**src/rtl/ws2812b_pkg.sv**
```systemverilog
// Shared types and constants for the WS2812B LED chain: pixel formats,
// feeder FSM encoding and the bit-timing defaults used by ws2812b_out_module.
package ws2812b_pkg;

    localparam int COLOR_W = 8;
    localparam int PIXEL_W = 24;

    // Bit timing in 9 MHz clk cycles (T0H ~0.4 us, T1H ~0.8 us, latch > 50 us)
    localparam int CYCLES_SHORT = 4;
    localparam int CYCLES_LONG  = 7;
    localparam int CYCLES_RET   = 500;

    typedef struct packed {
        logic [COLOR_W-1:0] r;
        logic [COLOR_W-1:0] g;
        logic [COLOR_W-1:0] b;
    } rgb_t;

    typedef enum logic [1:0] {
        ST_IDLE,
        ST_FETCH,
        ST_LOAD,
        ST_PRESENT
    } feeder_state_t;

    // The LEDs shift in green first, so the host's RGB order is reshuffled
    function automatic logic [PIXEL_W-1:0] rgb_to_grb(input rgb_t px);
        return {px.g, px.r, px.b};
    endfunction

endpackage

```
**src/rtl/ws2812b_pixel_ram.sv**
```systemverilog
// Two banks of LEDCOUNT pixels in one array: one write port, one registered
// read port, shaped so the tools map it onto iCE40 EBR.
module ws2812b_pixel_ram
    import ws2812b_pkg::*;
#(
    parameter int LEDCOUNT = 36,
    parameter int ADDR_W   = 6
) (
    input  logic               clk,
    input  logic               i_wr_en,
    input  logic               i_wr_bank,
    input  logic [ADDR_W-1:0]  i_wr_addr,
    input  logic [PIXEL_W-1:0] i_wr_data,
    input  logic               i_rd_en,
    input  logic               i_rd_bank,
    input  logic [ADDR_W-1:0]  i_rd_addr,
    output logic [PIXEL_W-1:0] o_rd_data
);

    localparam int                MEM_AW     = $clog2(2 * LEDCOUNT);
    localparam logic [MEM_AW-1:0] BANK1_BASE = MEM_AW'(LEDCOUNT);

    logic [PIXEL_W-1:0] r_mem [0:2*LEDCOUNT-1];
    logic [PIXEL_W-1:0] r_rd_data;
    logic [MEM_AW-1:0]  w_wr_idx;
    logic [MEM_AW-1:0]  w_rd_idx;

    assign w_wr_idx  = MEM_AW'(i_wr_addr) + (i_wr_bank ? BANK1_BASE : '0);
    assign w_rd_idx  = MEM_AW'(i_rd_addr) + (i_rd_bank ? BANK1_BASE : '0);
    assign o_rd_data = r_rd_data;

    // NOTE: no reset here; a reset port on the array would stop it mapping to block RAM.
    always_ff @(posedge clk) begin
        if (i_wr_en) begin
            r_mem[w_wr_idx] <= i_wr_data;
        end
        if (i_rd_en) begin
            r_rd_data <= r_mem[w_rd_idx];
        end
    end

endmodule

```
**src/rtl/ws2812b_frame_feeder.sv**
```systemverilog
// Double-buffered pixel store that, on every frame tick, streams the front
// bank LED by LED as GRB words to the WS2812B bit serialiser.
module ws2812b_frame_feeder
    import ws2812b_pkg::*;
#(
    parameter int LEDCOUNT = 36,
    parameter int ADDR_W   = 6,
    parameter int FPS_DIV  = 90000
) (
    input  logic               clk,
    input  logic               resetn,
    input  logic               wr_en,
    input  logic [ADDR_W-1:0]  wr_addr,
    input  logic [PIXEL_W-1:0] wr_data,
    input  logic               commit,
    output logic               bitstream_available,
    output logic [PIXEL_W-1:0] bitstream,
    input  logic               bitstream_read,
    output logic               frame_busy,
    output logic               frame_done,
    output logic               commit_pending,
    output logic               frame_overrun
);

    localparam int                 TICK_W      = $clog2(FPS_DIV);
    localparam logic [TICK_W-1:0]  TICK_RELOAD = TICK_W'(FPS_DIV - 1);
    localparam int                 LIMIT_W     = ADDR_W + 1;
    localparam logic [LIMIT_W-1:0] LED_LIMIT   = LIMIT_W'(LEDCOUNT);
    localparam logic [ADDR_W-1:0]  LAST_IDX    = ADDR_W'(LEDCOUNT - 1);

    feeder_state_t      r_state;
    feeder_state_t      w_next_state;
    logic [TICK_W-1:0]  r_tick_cnt;
    logic               r_front;
    logic               r_pending;
    logic [ADDR_W-1:0]  r_index;
    logic               r_avail;
    logic [PIXEL_W-1:0] r_bitstream;
    logic               r_busy;
    logic               r_done;
    logic               r_overrun;

    logic               w_tick;
    logic               w_start;
    logic               w_swap;
    logic               w_rd_en;
    logic               w_load;
    logic               w_take;
    logic               w_last;
    logic               w_drop;
    logic               w_wr_en;
    logic [PIXEL_W-1:0] w_rd_data;

    assign w_tick  = (r_tick_cnt == '0);
    assign w_wr_en = wr_en && ({1'b0, wr_addr} < LED_LIMIT);

    // NOTE: sequential state uses <= so every flop samples pre-edge values.
    always_ff @(posedge clk) begin
        if (!resetn) begin
            r_tick_cnt <= TICK_RELOAD;
        end else if (w_tick) begin
            r_tick_cnt <= TICK_RELOAD;
        end else begin
            r_tick_cnt <= r_tick_cnt - 1'b1;
        end
    end

    always_ff @(posedge clk) begin
        if (!resetn) begin
            r_state <= ST_IDLE;
        end else begin
            r_state <= w_next_state;
        end
    end

    // NOTE: default assignment first, so no path through the block leaves a latch.
    always_comb begin
        w_next_state = r_state;
        case (r_state)
            ST_IDLE:    if (w_tick) w_next_state = ST_FETCH;
            ST_FETCH:   w_next_state = ST_LOAD;
            ST_LOAD:    w_next_state = ST_PRESENT;
            ST_PRESENT: begin
                if (bitstream_read) begin
                    w_next_state = (r_index == LAST_IDX) ? ST_IDLE : ST_FETCH;
                end
            end
            default:    w_next_state = ST_IDLE;
        endcase
    end

    // A commit arriving together with the accepted tick still swaps this frame
    always_comb begin
        w_start = (r_state == ST_IDLE) && w_tick;
        w_swap  = w_start && (r_pending || commit);
        w_rd_en = (r_state == ST_FETCH);
        w_load  = (r_state == ST_LOAD);
        w_take  = (r_state == ST_PRESENT) && bitstream_read;
        w_last  = w_take && (r_index == LAST_IDX);
        w_drop  = w_tick && (r_state != ST_IDLE);
    end

    always_ff @(posedge clk) begin
        if (!resetn) begin
            r_front     <= 1'b0;
            r_pending   <= 1'b0;
            r_index     <= '0;
            r_avail     <= 1'b0;
            r_bitstream <= '0;
            r_busy      <= 1'b0;
            r_done      <= 1'b0;
            r_overrun   <= 1'b0;
        end else begin
            r_done    <= w_last;
            r_overrun <= w_drop;
            r_pending <= w_swap ? 1'b0 : (r_pending | commit);
            if (w_swap) begin
                r_front <= ~r_front;
            end
            if (w_start) begin
                r_index <= '0;
                r_busy  <= 1'b1;
            end else if (w_last) begin
                r_busy  <= 1'b0;
            end else if (w_take) begin
                r_index <= r_index + 1'b1;
            end
            if (w_load) begin
                r_bitstream <= rgb_to_grb(w_rd_data);
                r_avail     <= 1'b1;
            end else if (w_take) begin
                r_avail     <= 1'b0;
            end
        end
    end

    // Host writes always land in the bank not being streamed
    ws2812b_pixel_ram #(
        .LEDCOUNT (LEDCOUNT),
        .ADDR_W   (ADDR_W)
    ) u_pixel_ram (
        .clk       (clk),
        .i_wr_en   (w_wr_en),
        .i_wr_bank (~r_front),
        .i_wr_addr (wr_addr),
        .i_wr_data (wr_data),
        .i_rd_en   (w_rd_en),
        .i_rd_bank (r_front),
        .i_rd_addr (r_index),
        .o_rd_data (w_rd_data)
    );

    assign bitstream_available = r_avail;
    assign bitstream           = r_bitstream;
    assign frame_busy          = r_busy;
    assign frame_done          = r_done;
    assign commit_pending      = r_pending;
    assign frame_overrun       = r_overrun;

endmodule

```
**config.mk**
```make
export PLATFORM = sky130hd
export DESIGN_NAME = ws2812b_frame_feeder
export DESIGN_NICKNAME = d
export VERILOG_FILES = /design/src/rtl/ws2812b_pkg.sv /design/src/rtl/ws2812b_pixel_ram.sv /design/src/rtl/ws2812b_frame_feeder.sv
export SDC_FILE = /design/constraint.sdc
export NUM_CORES = 2
export LEC_CHECK = 0
export CAP_MARGIN = 25
export CORE_ASPECT_RATIO = 2
export CORE_MARGIN = 1.5
export CORE_UTILIZATION = 30
export DETAILED_ROUTE_END_ITERATION = 16
export GPL_TIMING_DRIVEN = 0
export HOLD_SLACK_MARGIN = 0.12
export SYNTH_ARGS = -nofsm -noshare
export SYNTH_HDL_FRONTEND = slang
export SYNTH_SLANG_ARGS = --single-unit
```
**constraint.sdc**
```tcl
create_clock -name clk -period 7.6 [get_ports clk]
set_input_delay 1.52 -clock clk [delete_from_list [all_inputs] [get_ports clk]]
set_output_delay 1.52 -clock clk [all_outputs]
set_load 0.02 [all_outputs]
```
==> impl_metrics.ini <==
[global_route]
grt_first_pass_wirelength_um = 258000
grt_antenna_before_repair = 6
globalRouteTotalUtil = 0.158
grt.overflow.total = 0
via_count_of_the_first_global_routing_pass = 34239
grt_start_max_net_pins = 73

[worst_setup_path]
slowest_delay_ns = 1.07
cp.buffers_inverters = 3
path_max_fanout = 10
crit_top_cell = sky130_fd_sc_hd__buf_2
path_delay_family = compound AO/OA/AOI/OAI gates
ff2ff_path_depth = 9
start_kind = flip-flop
crit_arrival_ns = 5.96
crit_path_top_delay_cell = sky130_fd_sc_hd__a22oi_1
r2r_setup_slack_ns = 2.12
worstSetupPathType = reg2reg
worstPathRequired_ns = 8.08
worst_setup_path_end_kind = flip-flop
critical_path_cell_by_cell = ha_1 > buf_2 > buf_2 > clkbuf_1 > mux4_2 > mux2i_1 > a22oi_1 > a21oi_1 > a311oi_1
number_of_stages_on_the_worst_setup_path = 9

[layout]
post_route_cells_drive_above_1_share = 0.283
layout.nets = 3352
multiInputGateArea_um2 = 15200
finalNonFillerCells = 6422
layout.area.seq_um2 = 53700
flow.area_growth_from_synthesis_pct = 16.3
fill_cells = 20879

[sta]
worst-slew-pin-transition_ns = 1.57
fin_crit_ns = 5.48
maxSlewHeadroom = -0.0465
period_share = 0.721
totalNegativeSetupSlack_ns = 0
finClkSkew_ns = 0.0326
setup_viol = 0
timing.final.hold_violations = 0
timing.fmax_mhz = 183
final-max-slew-violation-count = 2
rsz0062_at_grt = no

[die]
core_um2 = 230000
io-pin-count = 64
rows = 249
dieArea_um2 = 234000
dieHeight_um = 682
effective_utilization_at_floorplan = 0.301
die_w_um = 343

[route]
drt_first_iter_violations = 2624
vias_post_dr = 31614
drc_errors = 0
drt_pass1_iterations = 12
wire_per_inst_um = 28.8
antenna_left = 0
post_drt_via_cell_ratio = 4.92
route.final.wire_length_um = 185000

[clock_network]
clkLatencyLatePin_ns = 0.82
cts_inserted_buffers = 151
tritoncts = built
resize_count_post_cts = 0
clock_sink_count = 1807
cts.clk_slew.worst_paths_ns = 0.07
clock_h_tree_levels = 4
number_of_buffers_between_clock_root_and_the_deepest_sink = 4
post-cts-setup-buffers = 0
cts_root_buffer = sky130_fd_sc_hd__clkbuf_16
ctsHoldBuffers = 0

[synth]
postSynth.asyncResetShare = 0
synth.distinct_cells = 47
synth.largest_area_cell = sky130_fd_sc_hd__edfxtp_1
mappedNetlistArea_um2 = 69200
synth-edff-count = 1752
postSynthAreaPerCell_um2 = 23.1
synth_top_area_frac = 0.760
synth_top_cells_by_area = sky130_fd_sc_hd__edfxtp_1 76%, sky130_fd_sc_hd__mux4_2 16%, sky130_fd_sc_hd__mux2i_1 2.1%
dominant_synthesized_flop_cell = sky130_fd_sc_hd__edfxtp_1
ys_seq_elements = 1807
synth_nets = 3049
synthesis.instances = 3001
yosysSeqAreaShare = 0.776
yosys_warnings = 0

[place]
dp.cells = 6162
dp_hpwl_um = 130000
place.gp.congestion = 0.964
port_buffers = 61

[run_status]
violations = slew limit
status = finished, violations left

[power]
leakagePower_nw = 23.6
irDropWorstVdd_v = 0.000149
power_density_nw_per_um2 = 235

[job]
maximum_capacitance_violations = 0

[min_path]
worstHoldPathCells = 1
holdCritPathClass = reg2reg
[cell usage after synthesis, types with 25 or more instances]
library cell / instances
sky130_fd_sc_hd__nand2_1: 26
sky130_fd_sc_hd__dfxtp_1: 55
sky130_fd_sc_hd__buf_2: 54
sky130_fd_sc_hd__nor2_1: 125
sky130_fd_sc_hd__clkbuf_1: 72
sky130_fd_sc_hd__mux2i_1: 144
sky130_fd_sc_hd__nor2b_1: 27
sky130_fd_sc_hd__a22oi_1: 48
sky130_fd_sc_hd__edfxtp_1: 1752
sky130_fd_sc_hd__a21oi_1: 32
sky130_fd_sc_hd__mux4_2: 480
sky130_fd_sc_hd__a211oi_1: 25
[sequential cells by signal, indices dropped and copies added (netlist names), 2 cells and up]
| register | count |
|---|---|
| bitstream | 24 |
| r_state | 2 |
| u_pixel_ram.r_mem | 1728 |
| r_index | 6 |
| u_pixel_ram.o_rd_data | 24 |
| r_tick_cnt | 17 |
[where the power goes]
group          internal [mW]  leakage, nW  total, mW  switching (mW)
combinational         0.0475         5.12      0.276           0.228
sequential              10.9         16.2       10.9         0.00440
clock                   4.16         2.31       7.73            3.57
[worst paths after layout]
check,start,to
max,r_front$_SDFFE_PN0P_,u_pixel_ram.o_rd_data[11]$_DFFE_PN_
min,r_tick_cnt[0]$_SDFF_PP1_,r_tick_cnt[0]$_SDFF_PP1_
max reg2reg,r_front$_SDFFE_PN0P_,u_pixel_ram.o_rd_data[11]$_DFFE_PN_
min reg2reg,r_tick_cnt[0]$_SDFF_PP1_,r_tick_cnt[0]$_SDFF_PP1_
[through the flow]
| stage | setup WS [ns] | total power [mW] | area [um2] | hold slack [ns] | util |
|---|---|---|---|---|---|
| 3_5_place_dp | 2.06 | 11.4 | 75800 | 0.390 | 0.330 |
| 4_1_cts | 2.04 | 19.1 | 80500 | 0.406 | 0.350 |
| 5_1_grt | 2.19 | 19.4 | 80500 | 0.418 | 0.351 |
| 2_1_floorplan | 3.39 | 11.2 | 69200 | 0.366 | - |
| 3_3_place_gp | 0.870 | 11.4 | 73600 | 0.373 | 0.320 |
| 6_report | 2.12 | 18.9 | 80500 | 0.407 | 0.351 |
[layout make-up]
class                   instances  area share
flip-flops and latches       1807       0.667
multi-input cells            1028       0.189
clock buffers                 182      0.0500
well taps                    3012      0.0468
repair buffers                150      0.0284
plain buffers                 158     0.00962
clock inverters                76     0.00850
inverters                       8    0.000373
diodes                          1   0.0000311
[placed cells by master, fill, tap and decap left out, drive strengths merged, types with 5 or more instances in the layout]
master,count
a211oi,25
a21oi,32
a22oi,48
a311oi,24
buf,198
bufinv,11
clkbuf,255
clkdlybuf4s50,37
clkinv,57
clkinvlp,5
dfxtp,55
edfxtp,1752
ha,13
inv,11
mux2i,144
mux4,480
nand2,26
nand3,11
nand3b,5
nor2,125
nor2b,27
o21ai,7
xnor2,13
xor2,8
[cells by family after synthesis]
group	after synthesis	synth area share
buf+inv	166	0.0116
flops	1807	0.776
xor+xnor	21	0.00277
simple gates	223	0.0150
fa+ha+maj	13	0.00235
compound gates	147	0.0151
mux	624	0.177
[routing by layer]
layer / vias up / part of all wire / global-route usage
li1: 13315 / - / -
met2: 936 / 0.56 / 0.303
met1: 16967 / 0.31 / 0.150
met5: - / 0.00012 / 0
met4: 4 / 0.090 / 0.125
met3: 392 / 0.036 / 0.0156
Power figures use the tool's default switching activity.
